--- src/rtl/pc_stack_block_pkg.sv ---
// Shared constants for the fetch-stage program-counter unit.
package pc_pkg;

   // Default geometry
   localparam int unsigned PC_WIDTH = 16;
   localparam int unsigned PC_INC   = 2;
   localparam int unsigned PC_RESET = 0;

   // Next-PC source indices; index 0 is always the internal sequential PC
   localparam int unsigned SRC_INC     = 0;
   localparam int unsigned SRC_IMM_PC  = 1;
   localparam int unsigned SRC_IMM_ADDR = 2;
   localparam int unsigned SRC_RA      = 3;
   localparam int unsigned SRC_MARY    = 4;
   localparam int unsigned SRC_PC_MARY = 5;
   localparam int unsigned SRC_JCMP    = 6;
   localparam int unsigned SRC_JCMP_LS = 7;

   typedef enum logic [2:0] {
      SrcInc     = 3'd0,
      SrcImmPc   = 3'd1,
      SrcImmAddr = 3'd2,
      SrcRa      = 3'd3,
      SrcMary    = 3'd4,
      SrcPcMary  = 3'd5,
      SrcJcmp    = 3'd6,
      SrcJcmpLs  = 3'd7
   } pc_src_e;

endpackage

--- src/rtl/pc_stack_block_if.sv ---
// Control/status bundle between the control unit and the PC unit.
interface pc_stack_block_if #(
   parameter int unsigned WIDTH = 16,
   parameter int unsigned NSRC  = 8,
   parameter int unsigned SRC_W = 3
);
   logic                  pc_write;
   logic [SRC_W-1:0]      pc_src;
   logic [NSRC*WIDTH-1:0] src_bus;
   logic                  jcmp;
   logic                  comp;
   logic                  push;
   logic                  pop;
   logic                  sync_clr;
   logic [WIDTH-1:0]      pc_cur;
   logic [WIDTH-1:0]      ras_top;
   logic                  ras_empty;
   logic                  ras_full;
   logic                  ras_ovf;
   logic                  ras_unf;

   // Control unit side
   modport master (
      output pc_write, pc_src, src_bus, jcmp, comp, push, pop, sync_clr,
      input  pc_cur, ras_top, ras_empty, ras_full, ras_ovf, ras_unf
   );

   // PC unit side
   modport slave (
      input  pc_write, pc_src, src_bus, jcmp, comp, push, pop, sync_clr,
      output pc_cur, ras_top, ras_empty, ras_full, ras_ovf, ras_unf
   );
endinterface

--- src/rtl/pc_stack_block_ras_lifo.sv ---
// Return-address stack: circular buffer indexed by a top pointer, plus an
// occupancy count. A push while full overwrites the oldest entry.
module ras_lifo
   import pc_pkg::*;
#(
   parameter int unsigned     WIDTH     = PC_WIDTH,
   parameter int unsigned     DEPTH     = 8,
   parameter logic [WIDTH-1:0] EMPTY_VAL = '0
) (
   input  logic             clk_i,
   input  logic             rst_ni,
   input  logic             clr_i,
   input  logic             push_i,
   input  logic             pop_i,
   input  logic [WIDTH-1:0] din_i,
   output logic [WIDTH-1:0] top_o,
   output logic             empty_o,
   output logic             full_o,
   output logic             ovf_o,
   output logic             unf_o
);
   localparam int unsigned PTR_W = (DEPTH > 1) ? $clog2(DEPTH) : 1;
   localparam int unsigned CNT_W = $clog2(DEPTH + 1);

   logic [WIDTH-1:0] mem_q [DEPTH];
   logic [PTR_W-1:0] tp_q, tp_d;
   logic [CNT_W-1:0] cnt_q, cnt_d;
   logic             ovf_q, ovf_d;
   logic             unf_q, unf_d;
   logic             wr_en;
   logic [PTR_W-1:0] wr_ptr;
   logic             empty;
   logic             full;

   assign empty = (cnt_q == '0);
   assign full  = (cnt_q == CNT_W'(DEPTH));

   // Next pointer/count/sticky state and the single write port
   always_comb begin
      tp_d   = tp_q;
      cnt_d  = cnt_q;
      ovf_d  = ovf_q;
      unf_d  = unf_q;
      wr_en  = 1'b0;
      wr_ptr = tp_q + PTR_W'(1);
      if (clr_i) begin
         tp_d  = '0;
         cnt_d = '0;
         ovf_d = 1'b0;
         unf_d = 1'b0;
      end else begin
         if (pop_i && empty) begin
            unf_d = 1'b1;
         end
         if (push_i && pop_i && !empty) begin
            // Return then call: replace the top in place
            wr_en  = 1'b1;
            wr_ptr = tp_q;
         end else if (push_i) begin
            wr_en = 1'b1;
            tp_d  = tp_q + PTR_W'(1);
            if (full) begin
               ovf_d = 1'b1;
            end else begin
               cnt_d = cnt_q + CNT_W'(1);
            end
         end else if (pop_i && !empty) begin
            tp_d  = tp_q - PTR_W'(1);
            cnt_d = cnt_q - CNT_W'(1);
         end
      end
   end

   // Pointer, count and sticky flag registers
   always_ff @(posedge clk_i or negedge rst_ni) begin
      if (!rst_ni) begin
         tp_q  <= '0;
         cnt_q <= '0;
         ovf_q <= 1'b0;
         unf_q <= 1'b0;
      end else begin
         tp_q  <= tp_d;
         cnt_q <= cnt_d;
         ovf_q <= ovf_d;
         unf_q <= unf_d;
      end
   end

   // Entry storage; contents are only visible while count is non-zero
   always_ff @(posedge clk_i) begin
      if (wr_en) begin
         mem_q[wr_ptr] <= din_i;
      end
   end

   assign top_o   = empty ? EMPTY_VAL : mem_q[tp_q];
   assign empty_o = empty;
   assign full_o  = full;
   assign ovf_o   = ovf_q;
   assign unf_o   = unf_q;

endmodule

--- src/rtl/pc_stack_block.sv ---
// Fetch-stage PC unit: source mux, compare-gated suppression, PC register and
// a return-address stack for call/return.
module pc_stack_block
   import pc_pkg::*;
#(
   parameter int unsigned      WIDTH    = PC_WIDTH,
   parameter int unsigned      NSRC     = 8,
   parameter int unsigned      SRC_W    = 3,
   parameter int unsigned      DEPTH    = 8,
   parameter int unsigned      INC      = PC_INC,
   parameter logic [WIDTH-1:0] RESET_PC = WIDTH'(PC_RESET)
) (
   input logic               clk_i,
   input logic               rst_ni,
   pc_stack_block_if.slave   bus_io
);
   logic [WIDTH-1:0] pc_q, pc_d;
   logic [WIDTH-1:0] pc_inc;
   logic [WIDTH-1:0] sel_pc;
   logic [WIDTH-1:0] slot [NSRC];
   logic             upd;
   logic [WIDTH-1:0] ras_top;
   logic             ras_empty;
   logic             unused_slot0;

   // Bus slot 0 is ignored; the sequential PC is used for select 0
   assign slot[0]      = pc_inc;
   assign unused_slot0 = ^bus_io.src_bus[WIDTH-1:0];
   for (genvar k = 1; k < NSRC; k++) begin : g_slot
      assign slot[k] = bus_io.src_bus[k*WIDTH +: WIDTH];
   end

   assign pc_inc = pc_q + WIDTH'(INC);
   // A failed compare-jump freezes PC and RAS for this cycle
   assign upd    = bus_io.pc_write && !(bus_io.jcmp && !bus_io.comp);

   // Source select; out-of-range selects fall back to sequential
   always_comb begin
      sel_pc = pc_inc;
      if (32'(bus_io.pc_src) < NSRC) begin
         sel_pc = slot[bus_io.pc_src];
      end
   end

   // Next PC: clear > suppression > return > source select
   always_comb begin
      pc_d = pc_q;
      if (bus_io.sync_clr) begin
         pc_d = RESET_PC;
      end else if (upd) begin
         if (bus_io.pop) begin
            if (!ras_empty) begin
               pc_d = ras_top;
            end
         end else begin
            pc_d = sel_pc;
         end
      end
   end

   // PC register
   always_ff @(posedge clk_i or negedge rst_ni) begin
      if (!rst_ni) begin
         pc_q <= RESET_PC;
      end else begin
         pc_q <= pc_d;
      end
   end

   ras_lifo #(
      .WIDTH     (WIDTH),
      .DEPTH     (DEPTH),
      .EMPTY_VAL (RESET_PC)
   ) u_ras (
      .clk_i   (clk_i),
      .rst_ni  (rst_ni),
      .clr_i   (bus_io.sync_clr),
      .push_i  (upd && bus_io.push),
      .pop_i   (upd && bus_io.pop),
      .din_i   (pc_inc),
      .top_o   (ras_top),
      .empty_o (ras_empty),
      .full_o  (bus_io.ras_full),
      .ovf_o   (bus_io.ras_ovf),
      .unf_o   (bus_io.ras_unf)
   );

   assign bus_io.pc_cur    = pc_q;
   assign bus_io.ras_top   = ras_top;
   assign bus_io.ras_empty = ras_empty;

endmodule

--- src/flat_wrapper.sv ---
// flat-port wrapper written by rule: the top's interface ports become plain ports
module pc_stack_block_flat import pc_pkg::*;
#(
   parameter int unsigned      WIDTH    = PC_WIDTH,
   parameter int unsigned      NSRC     = 8,
   parameter int unsigned      SRC_W    = 3,
   parameter int unsigned      DEPTH    = 8,
   parameter int unsigned      INC      = PC_INC,
   parameter logic [WIDTH-1:0] RESET_PC = WIDTH'(PC_RESET)
)
  (clk_i, rst_ni, bus_io_pc_write, bus_io_pc_src, bus_io_src_bus, bus_io_jcmp, bus_io_comp, bus_io_push, bus_io_pop, bus_io_sync_clr, bus_io_pc_cur, bus_io_ras_top, bus_io_ras_empty, bus_io_ras_full, bus_io_ras_ovf, bus_io_ras_unf);
  pc_stack_block_if #(.WIDTH(WIDTH), .NSRC(NSRC), .SRC_W(SRC_W)) bus_io_i ();
  input logic clk_i;
  input logic rst_ni;
  input wire logic [$bits(bus_io_i.pc_write)-1:0] bus_io_pc_write;
  input wire logic [$bits(bus_io_i.pc_src)-1:0] bus_io_pc_src;
  input wire logic [$bits(bus_io_i.src_bus)-1:0] bus_io_src_bus;
  input wire logic [$bits(bus_io_i.jcmp)-1:0] bus_io_jcmp;
  input wire logic [$bits(bus_io_i.comp)-1:0] bus_io_comp;
  input wire logic [$bits(bus_io_i.push)-1:0] bus_io_push;
  input wire logic [$bits(bus_io_i.pop)-1:0] bus_io_pop;
  input wire logic [$bits(bus_io_i.sync_clr)-1:0] bus_io_sync_clr;
  output wire logic [$bits(bus_io_i.pc_cur)-1:0] bus_io_pc_cur;
  output wire logic [$bits(bus_io_i.ras_top)-1:0] bus_io_ras_top;
  output wire logic [$bits(bus_io_i.ras_empty)-1:0] bus_io_ras_empty;
  output wire logic [$bits(bus_io_i.ras_full)-1:0] bus_io_ras_full;
  output wire logic [$bits(bus_io_i.ras_ovf)-1:0] bus_io_ras_ovf;
  output wire logic [$bits(bus_io_i.ras_unf)-1:0] bus_io_ras_unf;
  assign bus_io_i.pc_write = bus_io_pc_write;
  assign bus_io_i.pc_src = bus_io_pc_src;
  assign bus_io_i.src_bus = bus_io_src_bus;
  assign bus_io_i.jcmp = bus_io_jcmp;
  assign bus_io_i.comp = bus_io_comp;
  assign bus_io_i.push = bus_io_push;
  assign bus_io_i.pop = bus_io_pop;
  assign bus_io_i.sync_clr = bus_io_sync_clr;
  assign bus_io_pc_cur = bus_io_i.pc_cur;
  assign bus_io_ras_top = bus_io_i.ras_top;
  assign bus_io_ras_empty = bus_io_i.ras_empty;
  assign bus_io_ras_full = bus_io_i.ras_full;
  assign bus_io_ras_ovf = bus_io_i.ras_ovf;
  assign bus_io_ras_unf = bus_io_i.ras_unf;
  pc_stack_block #(.WIDTH(WIDTH), .NSRC(NSRC), .SRC_W(SRC_W), .DEPTH(DEPTH), .INC(INC), .RESET_PC(RESET_PC)) u_core (.clk_i(clk_i), .rst_ni(rst_ni), .bus_io(bus_io_i));
endmodule
--- config.mk ---
export PLATFORM = sky130hd
export DESIGN_NAME = pc_stack_block_flat
export DESIGN_NICKNAME = d
export VERILOG_FILES = /design/src/rtl/pc_stack_block_pkg.sv /design/src/rtl/pc_stack_block_if.sv /design/src/rtl/pc_stack_block_ras_lifo.sv /design/src/rtl/pc_stack_block.sv /design/src/flat_wrapper.sv
export SDC_FILE = /design/constraint.sdc
export NUM_CORES = 1
export LEC_CHECK = 0
export BUFFER_PORTS_ARGS = -buffer_cell sky130_fd_sc_hd__clkbuf_2
export CORE_MARGIN = 2
export CORE_UTILIZATION = 28
export DETAILED_ROUTE_END_ITERATION = 16
export PLACE_DENSITY = 0.52
export RECOVER_POWER = 25
export SLEW_MARGIN = 20
export SYNTH_ARGS = -nofsm -noshare
export SYNTH_HDL_FRONTEND = slang
export SYNTH_SLANG_ARGS = --single-unit
--- constraint.sdc ---
create_clock -name clk_i -period 2.8 [get_ports clk_i]
set_clock_uncertainty 0.2 [all_clocks]
set_input_delay 0.56 -clock clk_i [delete_from_list [all_inputs] [get_ports clk_i]]
set_output_delay 0.56 -clock clk_i [all_outputs]
set_load 0.02 [all_outputs]
==> run metrics <==
routability cong.=between 0.8 and 0.9; WHS Path Cells=2; # diodes=0; Sum Neg Setup Slack=-0.917 ns; clk sinks=approximately 150; number of port buffers=approximately 160; Crit path max-delay family=multiplexers; Tmin final=just under 3 ns; Slew headroom=-7.80%; Worst-Skew Late Latency=around 0.42 ns; violation count after the first detailed-route iteration=233; IO Pins=approximately 180; H-tree Lvls=4; Mapped Cells=530; CP Buf/Inv Count=4; reg2reg setup slack=roughly 0.16 ns; Tcrit/Tclk final=104%; Max Fclk=~340 MHz; slowest CP cell=mux4_2; Final Hold Viols=0; sequential area share after synthesis=between 50 and 60%; Critical Path AT=between 2 and 2.5 ns; Setup CP Type=reg -> out; CP dominant cell by count=buf_4; EDFF count, synth=roughly 130; first-pass GRT wire length=about 35000 µm; Critical Path Start Type=flop; Lkg Pwr=~0.0040 µW; CP Depth=7; R2R Path Start=u_core.u_ras.tp_q[0]; Slew @ Worst Pin=roughly 1.6 ns; FF-to-FF End=u_core.u_ras.mem_q[2][5]; RSZ-0062 raised after global routing=true; #FFs+latches synth=153; die width=170 µm; failing checks=max-capacitance violations, max-slew violations, negative setup slack; Final setup violation count=14; outcome=complete, but fails checks; die area=0.0289 mm²; Routed WL=23200 µm; predominant post-synthesis flop cell=edfxtp_1; multi-input logic area=0.00318 mm²; hold crit path type=reg -> reg; initial antenna violation count=0; Max Fanout on Critical Path=6; commonest non-fill, non-tap cell in the layout=clkbuf_2; core area=~0.027 mm²; R2R cell count=10; fin nets=roughly 910; Die Ht=170 µm; Fin Hold WS=approximately 0.31 ns; hold_sp=u_core.u_ras.ovf_o; Crit path largest cell delay=roughly 0.50 ns; max-slew violations=26; Worst Hold End=u_core.u_ras.ovf_o; most frequent cells in the layout=139 x clkbuf_2, 128 x edfxtp_1, 76 x buf_4, 50 x mux4_2, 28 x nor2_1; Vias=between 5000 and 6000; grt total ovfl=0; Syn Area/Cell=14.5 µm²; YS warnings=0; Area growth syn-to-layout=35.8%; initial core utilization=between 20% and 30%; row count=60; drt first pass iters=4; P per Cell Area=just over 600 mW/mm²; Clock Tree Buf Depth=2; fraction of layout cells with a size suffix above 1=~47%; TritonCTS Buffers=17; maximum VDD drop=approximately 0.41 mV; routed len/inst=slightly above 20 µm; post-synth cell types=64; Max Cap Viol=1; number of fill cells=around 2600; # DRC=0; synthesized net count=roughly 670; vias per cell=between 4 and 5; area of the mapped netlist=0.00771 mm²; Async SR Flop Fraction=16.3%; pin count of the biggest net entering global routing=26; sequential cell area=approximately 0.0045 mm²; dpl hpwl=between 15000 and 20000 µm; CTS clock-pin slew for the worst setup and hold paths=roughly 0.070 ns; post-route ant nets=0; crit-path cells=buf_12 -> buf_6 -> mux4_2 -> mux2i_1 -> buf_4 -> nor2_1 -> buf_4; CP Capture Type=primary output; Critical Path RT=roughly 2.0 ns; clock root cell=clkbuf_16; vias in the first global route=approximately 5800; gr usage total=between 10% and 20%; CTS tree=done; Final WS setup=-0.112 ns
## timing repair
item / 4_1_cts / 5_1_grt
hold buffers: 1 / 0
setup buffers: 2 / 15
endpoints found under the setup margin: 15 / 16
cloned: 0 / 2
pin swaps: 0 / 5
endpoints found under the hold margin: 14 / 0
gates resized for setup: 13 / 42
## metrics by stage
stage	instances	setup slack [ns]	area [µm²]	util (%)	power, µW
after floorplan	530	-0.248	7730	-	3410
after global placement	1070	0.117	9520	35.2	4000
after detailed placement	1070	0.110	9520	35.2	4000
after CTS	1105	-0.160	10200	37.8	6390
after global routing	1122	-0.190	10500	38.8	6730
final	1122	-0.112	10500	38.8	6470
## power by group
group          switching [µW]  internal (µW)  leakage, µW
sequential               55.0           2560      0.00151
clock                     989           1350     0.000293
combinational             802            720      0.00216
## cell type report
class	instances	area share [%]
inverter	11	0.418
multi-input combinational	332	30.4
tap	341	4.07
timing repair buffer	253	16.6
sequential	153	42.7
clock buffer	17	4.06
clock inverter	15	1.73
## state kept, by name, indices dropped and copies added (netlist names)
register / cells
u_core.u_ras.cnt_q: 4
u_core.u_ras.tp_q: 3
u_core.u_ras.mem_q: 128
u_core.bus_io.pc_cur: 16
u_core.u_ras.unf_o: 1
u_core.u_ras.ovf_o: 1
## layer usage
metal	wire length (µm)	track usage, %
met5	0	0
met4	461	5.87
met3	1260	3.07
met2	12100	29.3
met1	9460	19.8
## cell families (layout without fill, tap and decap cells)
logic type / Yosys count / after routing / synth area share (%)
compound gates: 90 / 90 / 8.41
simple gates: 134 / 134 / 8.99
buf+inv: 45 / 296 / 2.53
mux: 87 / 87 / 19.5
xor+xnor: 16 / 16 / 1.82
fa+ha+maj: 5 / 5 / 0.811
flops: 153 / 153 / 58.0
## synth_stat cells (3+ instances only)
cell	instances	area, µm²
mux2_2	5	56.3
nor2_1	37	139
nand2b_1	5	31.3
xnor2_1	8	70.1
ha_1	5	62.6
a32oi_1	3	26.3
buf_2	10	50.1
o21ai_0	22	110
buf_1	5	18.8
nor2b_1	5	31.3
edfxtp_1	128	3840
o211ai_1	3	22.5
o31ai_1	3	22.5
and2_1	4	25.0
a221oi_1	3	26.3
dfrtp_1	25	626
or3_1	3	18.8
buf_4	3	22.5
nand3_1	12	60.1
or2_2	4	25.0
a31oi_1	4	25.0
clkbuf_1	16	60.1
xor2_1	8	70.1
inv_1	8	30.0
nor3b_1	3	22.5
a21oi_1	17	85.1
a22oi_1	3	22.5
nor3_1	17	85.1
a32o_1	3	30.0
a22o_1	3	26.3
mux2i_1	32	320
a211oi_1	4	30.0
o21a_1	4	30.0
nand2_1	22	82.6
and3_1	3	18.8
nor4_1	5	31.3
mux4_2	50	1130
## worst min-delay path, stage by stage (launching register included)
cell and delay [ns]:
dfrtp_1 0.34, nor2_1 0.05, nor2_1 0.08
## worst max path at each step
| stage | start | end | slack [ns] |
|---|---|---|---|
| 5_1_grt | u_core.u_ras.tp_q[0] | bus_io_ras_top[5] | -0.19 |
| 2_1_floorplan | bus_io_pop | u_core.u_ras.mem_q[3][0] | -0.25 |
| 6_report | u_core.u_ras.tp_q[0] | bus_io_ras_top[13] | -0.11 |
| 3_3_place_gp | bus_io_comp | u_core.u_ras.mem_q[3][3] | 0.12 |
| 3_5_place_dp | bus_io_comp | u_core.u_ras.mem_q[3][3] | 0.11 |
| 4_1_cts | u_core.u_ras.tp_q[0] | bus_io_ras_top[12] | -0.16 |
Power figures use the tool's default switching activity.
